===== config.mk =====
export PLATFORM = sky130hd
export DESIGN_NAME = pe_sys_acc_flat
export DESIGN_NICKNAME = d
export VERILOG_FILES = /design/src/rtl/pe_sys_pkg.sv /design/src/rtl/pe_sys_acc_if.sv /design/src/rtl/pe_sys_mac.sv /design/src/rtl/pe_sys_acc.sv /design/src/flat_wrapper.sv
export SDC_FILE = /design/constraint.sdc
export NUM_CORES = 1
export LEC_CHECK = 0
export CAP_MARGIN = 20
export CORE_MARGIN = 2
export CORE_UTILIZATION = 40
export CTS_CLUSTER_DIAMETER = 50
export DETAILED_ROUTE_END_ITERATION = 10
export DONT_BUFFER_PORTS = 1
export GPL_ROUTABILITY_DRIVEN = 0
export GPL_TIMING_DRIVEN = 0
export PLACE_DENSITY_LB_ADDON = 0.15
export SLEW_MARGIN = 30
export SYNTH_ARGS = -nofsm -noshare
export SYNTH_HDL_FRONTEND = slang
export SYNTH_SLANG_ARGS = --single-unit

===== constraint.sdc =====
create_clock -name clk -period 3.8 [get_ports clk]
set_input_delay 1.14 -clock clk [delete_from_list [all_inputs] [get_ports clk]]
set_output_delay 1.14 -clock clk [all_outputs]
set_load 0.02 [all_outputs]

===== src/rtl/pe_sys_pkg.sv =====
`default_nettype none
// ============================================================================
// Module      : pe_sys_pkg
// Description : Shared FSM state type and accumulator saturation limits for
//               the systolic PE accumulator.
// Revision    : 1.0 - initial release
// ============================================================================
package pe_sys_pkg;

    typedef enum logic [0:0] {
        ST_IDLE = 1'b0,
        ST_ACC  = 1'b1
    } state_t;

    localparam int c_LIM_W = 64;

    // Upper clamp bound for an m-bit accumulator (m <= 64)
    function automatic logic [c_LIM_W-1:0] sat_hi(input int m, input logic sn);
        logic [c_LIM_W-1:0] r;
        if (sn)
            r = (64'd1 << (m - 1)) - 64'd1;
        else if (m >= c_LIM_W)
            r = '1;
        else
            r = (64'd1 << m) - 64'd1;
        return r;
    endfunction

    // Lower clamp bound; truncated to m bits the signed case is -2^(m-1)
    function automatic logic [c_LIM_W-1:0] sat_lo(input int m, input logic sn);
        return sn ? (64'd1 << (m - 1)) : 64'd0;
    endfunction

endpackage
`default_nettype wire


===== src/rtl/pe_sys_acc_if.sv =====
`default_nettype none
// ============================================================================
// Module      : pe_sys_acc_if
// Description : Operand/tag stream between neighbouring PEs.
// Revision    : 1.0 - initial release
// ============================================================================
interface pe_sys_acc_if #(
    parameter int N = 8
) ();
    logic [N-1:0] a;
    logic [N-1:0] b;
    logic         valid;
    logic         first;
    logic         last;

    modport master (output a, b, valid, first, last);
    modport slave  (input  a, b, valid, first, last);
endinterface
`default_nettype wire


===== src/rtl/pe_sys_mac.sv =====
`default_nettype none
// ============================================================================
// Module      : pe_sys_mac
// Description : Combinational multiply / extend / accumulate datapath.
//               PE_SYS_ACC_SAT_EN selects saturating instead of wrapping adds.
// Revision    : 1.0 - initial release
// ============================================================================
module pe_sys_mac
    import pe_sys_pkg::*;
#(
    parameter int N = 8,
    parameter int M = 24
) (
    input  wire logic [N-1:0] i_a,
    input  wire logic [N-1:0] i_b,
    input  wire logic         i_sn,
    input  wire logic         i_load,
    input  wire logic [M-1:0] i_acc,
    output logic      [M-1:0] o_acc_nxt,
    output logic              o_clamp
);

    logic [2*N-1:0] w_a_ext;
    logic [2*N-1:0] w_b_ext;
    logic [2*N-1:0] w_prod;
    logic [M-1:0]   w_prod_m;
    logic [M:0]     w_sum;

    // Low 2N bits of a 2N x 2N product are correct for both signednesses
    assign w_a_ext  = {{N{i_sn & i_a[N-1]}}, i_a};
    assign w_b_ext  = {{N{i_sn & i_b[N-1]}}, i_b};
    assign w_prod   = w_a_ext * w_b_ext;
    assign w_prod_m = {{(M-2*N){i_sn & w_prod[2*N-1]}}, w_prod};
    assign w_sum    = {i_sn & i_acc[M-1], i_acc} + {i_sn & w_prod_m[M-1], w_prod_m};

`ifdef PE_SYS_ACC_SAT_EN
    logic [M-1:0] w_hi;
    logic [M-1:0] w_lo;
    logic         w_ovf;

    assign w_hi  = M'(sat_hi(M, i_sn));
    assign w_lo  = M'(sat_lo(M, i_sn));
    // A loaded product always fits, so only running additions can clamp
    assign w_ovf = !i_load & (i_sn ? (w_sum[M] ^ w_sum[M-1]) : w_sum[M]);

    assign o_acc_nxt = i_load ? w_prod_m
                     : w_ovf  ? ((i_sn & w_sum[M]) ? w_lo : w_hi)
                     : w_sum[M-1:0];
    assign o_clamp   = w_ovf;
`else
    logic w_unused_carry;
    assign w_unused_carry = w_sum[M];

    assign o_acc_nxt = i_load ? w_prod_m : w_sum[M-1:0];
    assign o_clamp   = 1'b0;
`endif

endmodule
`default_nettype wire


===== src/rtl/pe_sys_acc.sv =====
`default_nettype none
// ============================================================================
// Module      : pe_sys_acc
// Description : Systolic PE: operand forwarding, dot-product accumulator,
//               result register and column drain. Macro PE_SYS_ACC_SAT_EN.
// Revision    : 1.0 - initial release
// ============================================================================
module pe_sys_acc
    import pe_sys_pkg::*;
#(
    parameter int N = 8,
    parameter int M = 24
) (
    input  wire logic         clk,
    input  wire logic         rst_n,
    pe_sys_acc_if.slave       s_in,
    pe_sys_acc_if.master      m_fwd,
    input  wire logic         i_sn,
    input  wire logic         i_drain_shift,
    input  wire logic [M-1:0] i_drain_in,
    input  wire logic         i_drain_vin,
    output logic      [M-1:0] o_drain_out,
    output logic              o_drain_vout,
    output logic      [M-1:0] o_acc_out,
    output logic              o_busy,
    output logic              o_ovf,
    output logic              o_sat
);

    state_t         r_state;
    state_t         w_state_nxt;
    logic [M-1:0]   r_acc;
    logic [M-1:0]   r_res;
    logic           r_res_vld;
    logic [M-1:0]   r_drain;
    logic           r_drain_v;
    logic           r_ovf;
    logic [N-1:0]   r_a;
    logic [N-1:0]   r_b;
    logic           r_v;
    logic           r_f;
    logic           r_l;

    logic           w_upd;
    logic           w_res_wr;
    logic           w_drain_ld;
    logic           w_clamp;
    logic [M-1:0]   w_acc_nxt;

    pe_sys_mac #(.N(N), .M(M)) u_mac (
        .i_a       (s_in.a),
        .i_b       (s_in.b),
        .i_sn      (i_sn),
        .i_load    (s_in.first),
        .i_acc     (r_acc),
        .o_acc_nxt (w_acc_nxt),
        .o_clamp   (w_clamp)
    );

    always_comb begin
        w_state_nxt = r_state;
        w_upd       = 1'b0;
        case (r_state)
            ST_IDLE: begin
                w_upd = s_in.valid & s_in.first;
                if (s_in.valid & s_in.first & !s_in.last)
                    w_state_nxt = ST_ACC;
            end
            ST_ACC: begin
                w_upd = s_in.valid;
                if (s_in.valid & s_in.last)
                    w_state_nxt = ST_IDLE;
            end
            default: w_state_nxt = ST_IDLE;
        endcase
    end

    assign w_res_wr   = w_upd & s_in.last;
    assign w_drain_ld = !i_drain_shift & r_res_vld & !r_drain_v;

    always_ff @(posedge clk or negedge rst_n) begin
        if (!rst_n)
            r_state <= ST_IDLE;
        else
            r_state <= w_state_nxt;
    end

    always_ff @(posedge clk or negedge rst_n) begin
        if (!rst_n) begin
            r_a <= '0;
            r_b <= '0;
            r_v <= 1'b0;
            r_f <= 1'b0;
            r_l <= 1'b0;
        end else begin
            r_a <= s_in.a;
            r_b <= s_in.b;
            r_v <= s_in.valid;
            r_f <= s_in.first;
            r_l <= s_in.last;
        end
    end

    always_ff @(posedge clk or negedge rst_n) begin
        if (!rst_n) begin
            r_acc     <= '0;
            r_res     <= '0;
            r_res_vld <= 1'b0;
            r_ovf     <= 1'b0;
        end else begin
            if (w_upd)
                r_acc <= w_acc_nxt;
            // A same-cycle drain load frees the slot, so that write is not an overrun
            if (w_res_wr) begin
                r_res     <= w_acc_nxt;
                r_res_vld <= 1'b1;
                if (r_res_vld & !w_drain_ld)
                    r_ovf <= 1'b1;
            end else if (w_drain_ld) begin
                r_res_vld <= 1'b0;
            end
        end
    end

    always_ff @(posedge clk or negedge rst_n) begin
        if (!rst_n) begin
            r_drain   <= '0;
            r_drain_v <= 1'b0;
        end else if (i_drain_shift) begin
            r_drain   <= i_drain_in;
            r_drain_v <= i_drain_vin;
        end else if (w_drain_ld) begin
            r_drain   <= r_res;
            r_drain_v <= 1'b1;
        end
    end

`ifdef PE_SYS_ACC_SAT_EN
    logic r_sat;
    always_ff @(posedge clk or negedge rst_n) begin
        if (!rst_n)
            r_sat <= 1'b0;
        else if (w_upd & w_clamp)
            r_sat <= 1'b1;
    end
    assign o_sat = r_sat;
`else
    logic w_unused_clamp;
    assign w_unused_clamp = w_clamp;
    assign o_sat = 1'b0;
`endif

    assign m_fwd.a      = r_a;
    assign m_fwd.b      = r_b;
    assign m_fwd.valid  = r_v;
    assign m_fwd.first  = r_f;
    assign m_fwd.last   = r_l;
    assign o_drain_out  = r_drain;
    assign o_drain_vout = r_drain_v;
    assign o_acc_out    = r_acc;
    assign o_busy       = (r_state == ST_ACC);
    assign o_ovf        = r_ovf;

endmodule
`default_nettype wire


===== src/flat_wrapper.sv =====
// flat-port wrapper written by rule: the top's interface ports become plain ports
module pe_sys_acc_flat import pe_sys_pkg::*;
#(
    parameter int N = 8,
    parameter int M = 24
)
  (clk, rst_n, i_sn, i_drain_shift, i_drain_in, i_drain_vin, o_drain_out, o_drain_vout, o_acc_out, o_busy, o_ovf, o_sat, s_in_a, s_in_b, s_in_valid, s_in_first, s_in_last, m_fwd_a, m_fwd_b, m_fwd_valid, m_fwd_first, m_fwd_last);
  pe_sys_acc_if #(.N(N)) s_in_i ();
  pe_sys_acc_if #(.N(N)) m_fwd_i ();
  input  wire logic clk;
  input  wire logic rst_n;
  input  wire logic i_sn;
  input  wire logic i_drain_shift;
  input  wire logic [M-1:0] i_drain_in;
  input  wire logic i_drain_vin;
  output logic      [M-1:0] o_drain_out;
  output logic o_drain_vout;
  output logic      [M-1:0] o_acc_out;
  output logic o_busy;
  output logic o_ovf;
  output logic o_sat;
  input wire logic [$bits(s_in_i.a)-1:0] s_in_a;
  input wire logic [$bits(s_in_i.b)-1:0] s_in_b;
  input wire logic [$bits(s_in_i.valid)-1:0] s_in_valid;
  input wire logic [$bits(s_in_i.first)-1:0] s_in_first;
  input wire logic [$bits(s_in_i.last)-1:0] s_in_last;
  output wire logic [$bits(m_fwd_i.a)-1:0] m_fwd_a;
  output wire logic [$bits(m_fwd_i.b)-1:0] m_fwd_b;
  output wire logic [$bits(m_fwd_i.valid)-1:0] m_fwd_valid;
  output wire logic [$bits(m_fwd_i.first)-1:0] m_fwd_first;
  output wire logic [$bits(m_fwd_i.last)-1:0] m_fwd_last;
  assign s_in_i.a = s_in_a;
  assign s_in_i.b = s_in_b;
  assign s_in_i.valid = s_in_valid;
  assign s_in_i.first = s_in_first;
  assign s_in_i.last = s_in_last;
  assign m_fwd_a = m_fwd_i.a;
  assign m_fwd_b = m_fwd_i.b;
  assign m_fwd_valid = m_fwd_i.valid;
  assign m_fwd_first = m_fwd_i.first;
  assign m_fwd_last = m_fwd_i.last;
  pe_sys_acc #(.N(N), .M(M)) u_core (.clk(clk), .rst_n(rst_n), .s_in(s_in_i), .m_fwd(m_fwd_i), .i_sn(i_sn), .i_drain_shift(i_drain_shift), .i_drain_in(i_drain_in), .i_drain_vin(i_drain_vin), .o_drain_out(o_drain_out), .o_drain_vout(o_drain_vout), .o_acc_out(o_acc_out), .o_busy(o_busy), .o_ovf(o_ovf), .o_sat(o_sat));
endmodule

==> run metrics <==
row count 51; largest area contributor in the netlist dfrtp_1; share of layout cells above drive strength 1 23.7%; drt first-iter violations 281; Worst-path clk slew 0.07 ns; ranking of synthesized cells by area dfrtp_1 30%, fa_1 16%, ha_1 7.8%; Required @ worst endpoint 4.05 ns; f_max 0.143 GHz; Async S/R FF share, synth 100%; count of final setup violators 40; Critical Path Start Type input pin; clock buffer depth 2; Core Footprint 19300 µm²; reg-to-reg startpoint u_core.o_acc_out[0]$_DFFE_PN0P_; per-cell routed wire length 16.9 µm; crit-path most repeated cell fa_1; register area 2380 µm²; IO Pins 119; overall global routing resource usage 19.7%; post-layout util 50.5%; crit path max fanout 7; Final Hold Viols 0; DRC 0; YS warnings 0; latest clock arrival within the worst-skew pair 0.35 ns; # diodes 0; initial antenna violation count 0; Yosys top cell area share 30.4%; sequential-to-total area share from yosys stat 30.4%; global route overflow 0; Tmin final 6.99 ns; Vias 6092; P&R area growth vs syn 24.9%; Max-Slew Margin vs Limit 52.6%; die area 20700 µm²; DRT antenna net count 0; first-pass GRT wire length 32000 µm; Slew @ Worst Pin 0.711 ns; Fill cells 1782; CTS tree done; violations in the final reports setup timing; CTS Sinks 95; Port Buf Inserts 0; routed wire length 19900 µm; Slew Limit Fails 0; Max Cap Viol 0; Post-synth EDFFs 0; final worst slack -3.19 ns; pin count of the biggest net entering global routing 96; Critical Path Start i_sn; Mapped Cells 843; area of the multi-input gates 5590 µm²; Worst Hold Class input pin to asynchronous set/reset pin; H-tree lvl count 3; DP Worst Slack -3.66 ns; DR pass1 iterations 4; DR vias/cell 5.16; Top FF cell, synth dfrtp_1; Die Wd 144 µm; CTS root buffer clkbuf_16; most common cell in the netlist nand2_1; Nets 1071; Initial Util 40.5%; hpwl dp 14900 µm; vias in the first global route 6133; Yosys cell types 67; skew final 0.00705 ns; Crit path arrival time 7.24 ns; Crit path largest cell delay 0.51 ns; Net Count, Synth 1004; Setup CP Type input pin to register; status finished, violations left; #FFs+latches synth 95; Slowest-stage cell, CP fa_1; Post-Syn Area 7830 µm²; period utilization 184%; top post-synthesis cells by count 118 x nand2_1, 95 x dfrtp_1, 89 x inv_1; CP endpoint kind register; CTS Buf Count 9; Syn Area/Cell 9.28 µm²; RSZ-0062 raised after global routing yes; die height 144 µm
cells in the final DEF (no fill, tap or decap), types with 7 or more instances in the layout:
| cell | count |
|---|---|
| fa_1 | 64 |
| mux2i_1 | 32 |
| nand2_1 | 107 |
| nor2_1 | 33 |
| inv_2 | 12 |
| o21ai_1 | 28 |
| ha_1 | 32 |
| clkbuf_8 | 7 |
| clkbuf_16 | 11 |
| nand3_1 | 7 |
| a21oi_2 | 16 |
| inv_1 | 77 |
| xnor2_1 | 20 |
| dfrtp_1 | 95 |
| nand2_2 | 7 |
| ha_4 | 16 |
| and2_1 | 36 |
| buf_4 | 49 |
| o21ai_0 | 52 |
| a21oi_1 | 17 |
| clkbuf_1 | 23 |
| buf_6 | 10 |
kinds of logic after synthesis:
logic type      synth area share [%]
fa+ha+maj                       24.2
other cells                   0.0479
simple gates                    14.6
buf+inv                         7.37
compound gates                  15.3
mux                             4.67
xor+xnor                        3.47
flops                           30.4
per-stage QoR:
step / std cells / TNS (ns) / area (µm²) / hold WS, ns
6_report: 1180 / -92.45 / 9770 / 0.478
5_1_grt: 1180 / -101.55 / 9770 / 0.457
4_1_cts: 1147 / -89.92 / 9290 / 0.466
3_5_place_dp: 1108 / -108.28 / 8510 / 0.476
3_3_place_gp: 1108 / -107.41 / 8510 / 0.468
2_1_floorplan: 843 / -91.04 / 8180 / 0.448
final timing paths:
check	slack [ns]	end	cells after the start
setup reg to reg	0.33	u_core.r_res[22]$_DFFE_PN0P_	13
min in group clk	0.48	u_core.r_res[4]$_DFFE_PN0P_	2
hold / removal	0.48	u_core.o_drain_out[4]$_DFFE_PN0P_	0
setup / recovery	-3.19	u_core.r_res[22]$_DFFE_PN0P_	30
max in group asynchronous	3.21	u_core.o_acc_out[17]$_DFFE_PN0P_	0
hold reg to reg	0.48	u_core.r_res[4]$_DFFE_PN0P_	2
per-layer routing:
metal  track usage (%)  up-vias  wire length (µm)
li1                  -     2926                 -
met1              26.3     2972              8970
met2              32.2      174              9210
met3              5.03       20              1420
met4              4.39        0               303
met5                 0        -                 0
worst max-delay path: cells and delay by family:
kind / cells / cell delay [ns]
adder cells (fa/ha/maj): 7 / 3.03
AO/OA/AOI/OAI: 8 / 1.45
buffers and inverters: 7 / 0.62
AND/OR/NAND/NOR: 6 / 0.62
XOR/XNOR: 2 / 0.38
sequential cells by signal (all words and copies together), names as in the netlist, 8 cells and up:
signal	flops
u_core.r_res	24
u_core.o_acc_out	24
u_core.m_fwd.b	8
u_core.m_fwd.a	8
u_core.o_drain_out	24
final cells by class:
class                      instances  area share [%]
inverter                          89            3.42
tap                              265            3.39
timing repair buffer              56            4.65
buffer                            45            3.89
clock buffer                      10            2.34
clock inverter                     6           0.717
sequential                        95            24.3
multi-input combinational        614            57.3
repair_timing:
item	CTS	global route
gates resized for setup	56	53
endpoints found under the hold margin	0	0
pin swaps	39	50
setup buffers	23	34
endpoints found under the setup margin	40	42
hold buffers	0	0
Power is not shown: default switching activity piles up to over one toggle a cycle in this logic, so the estimate is an artifact.
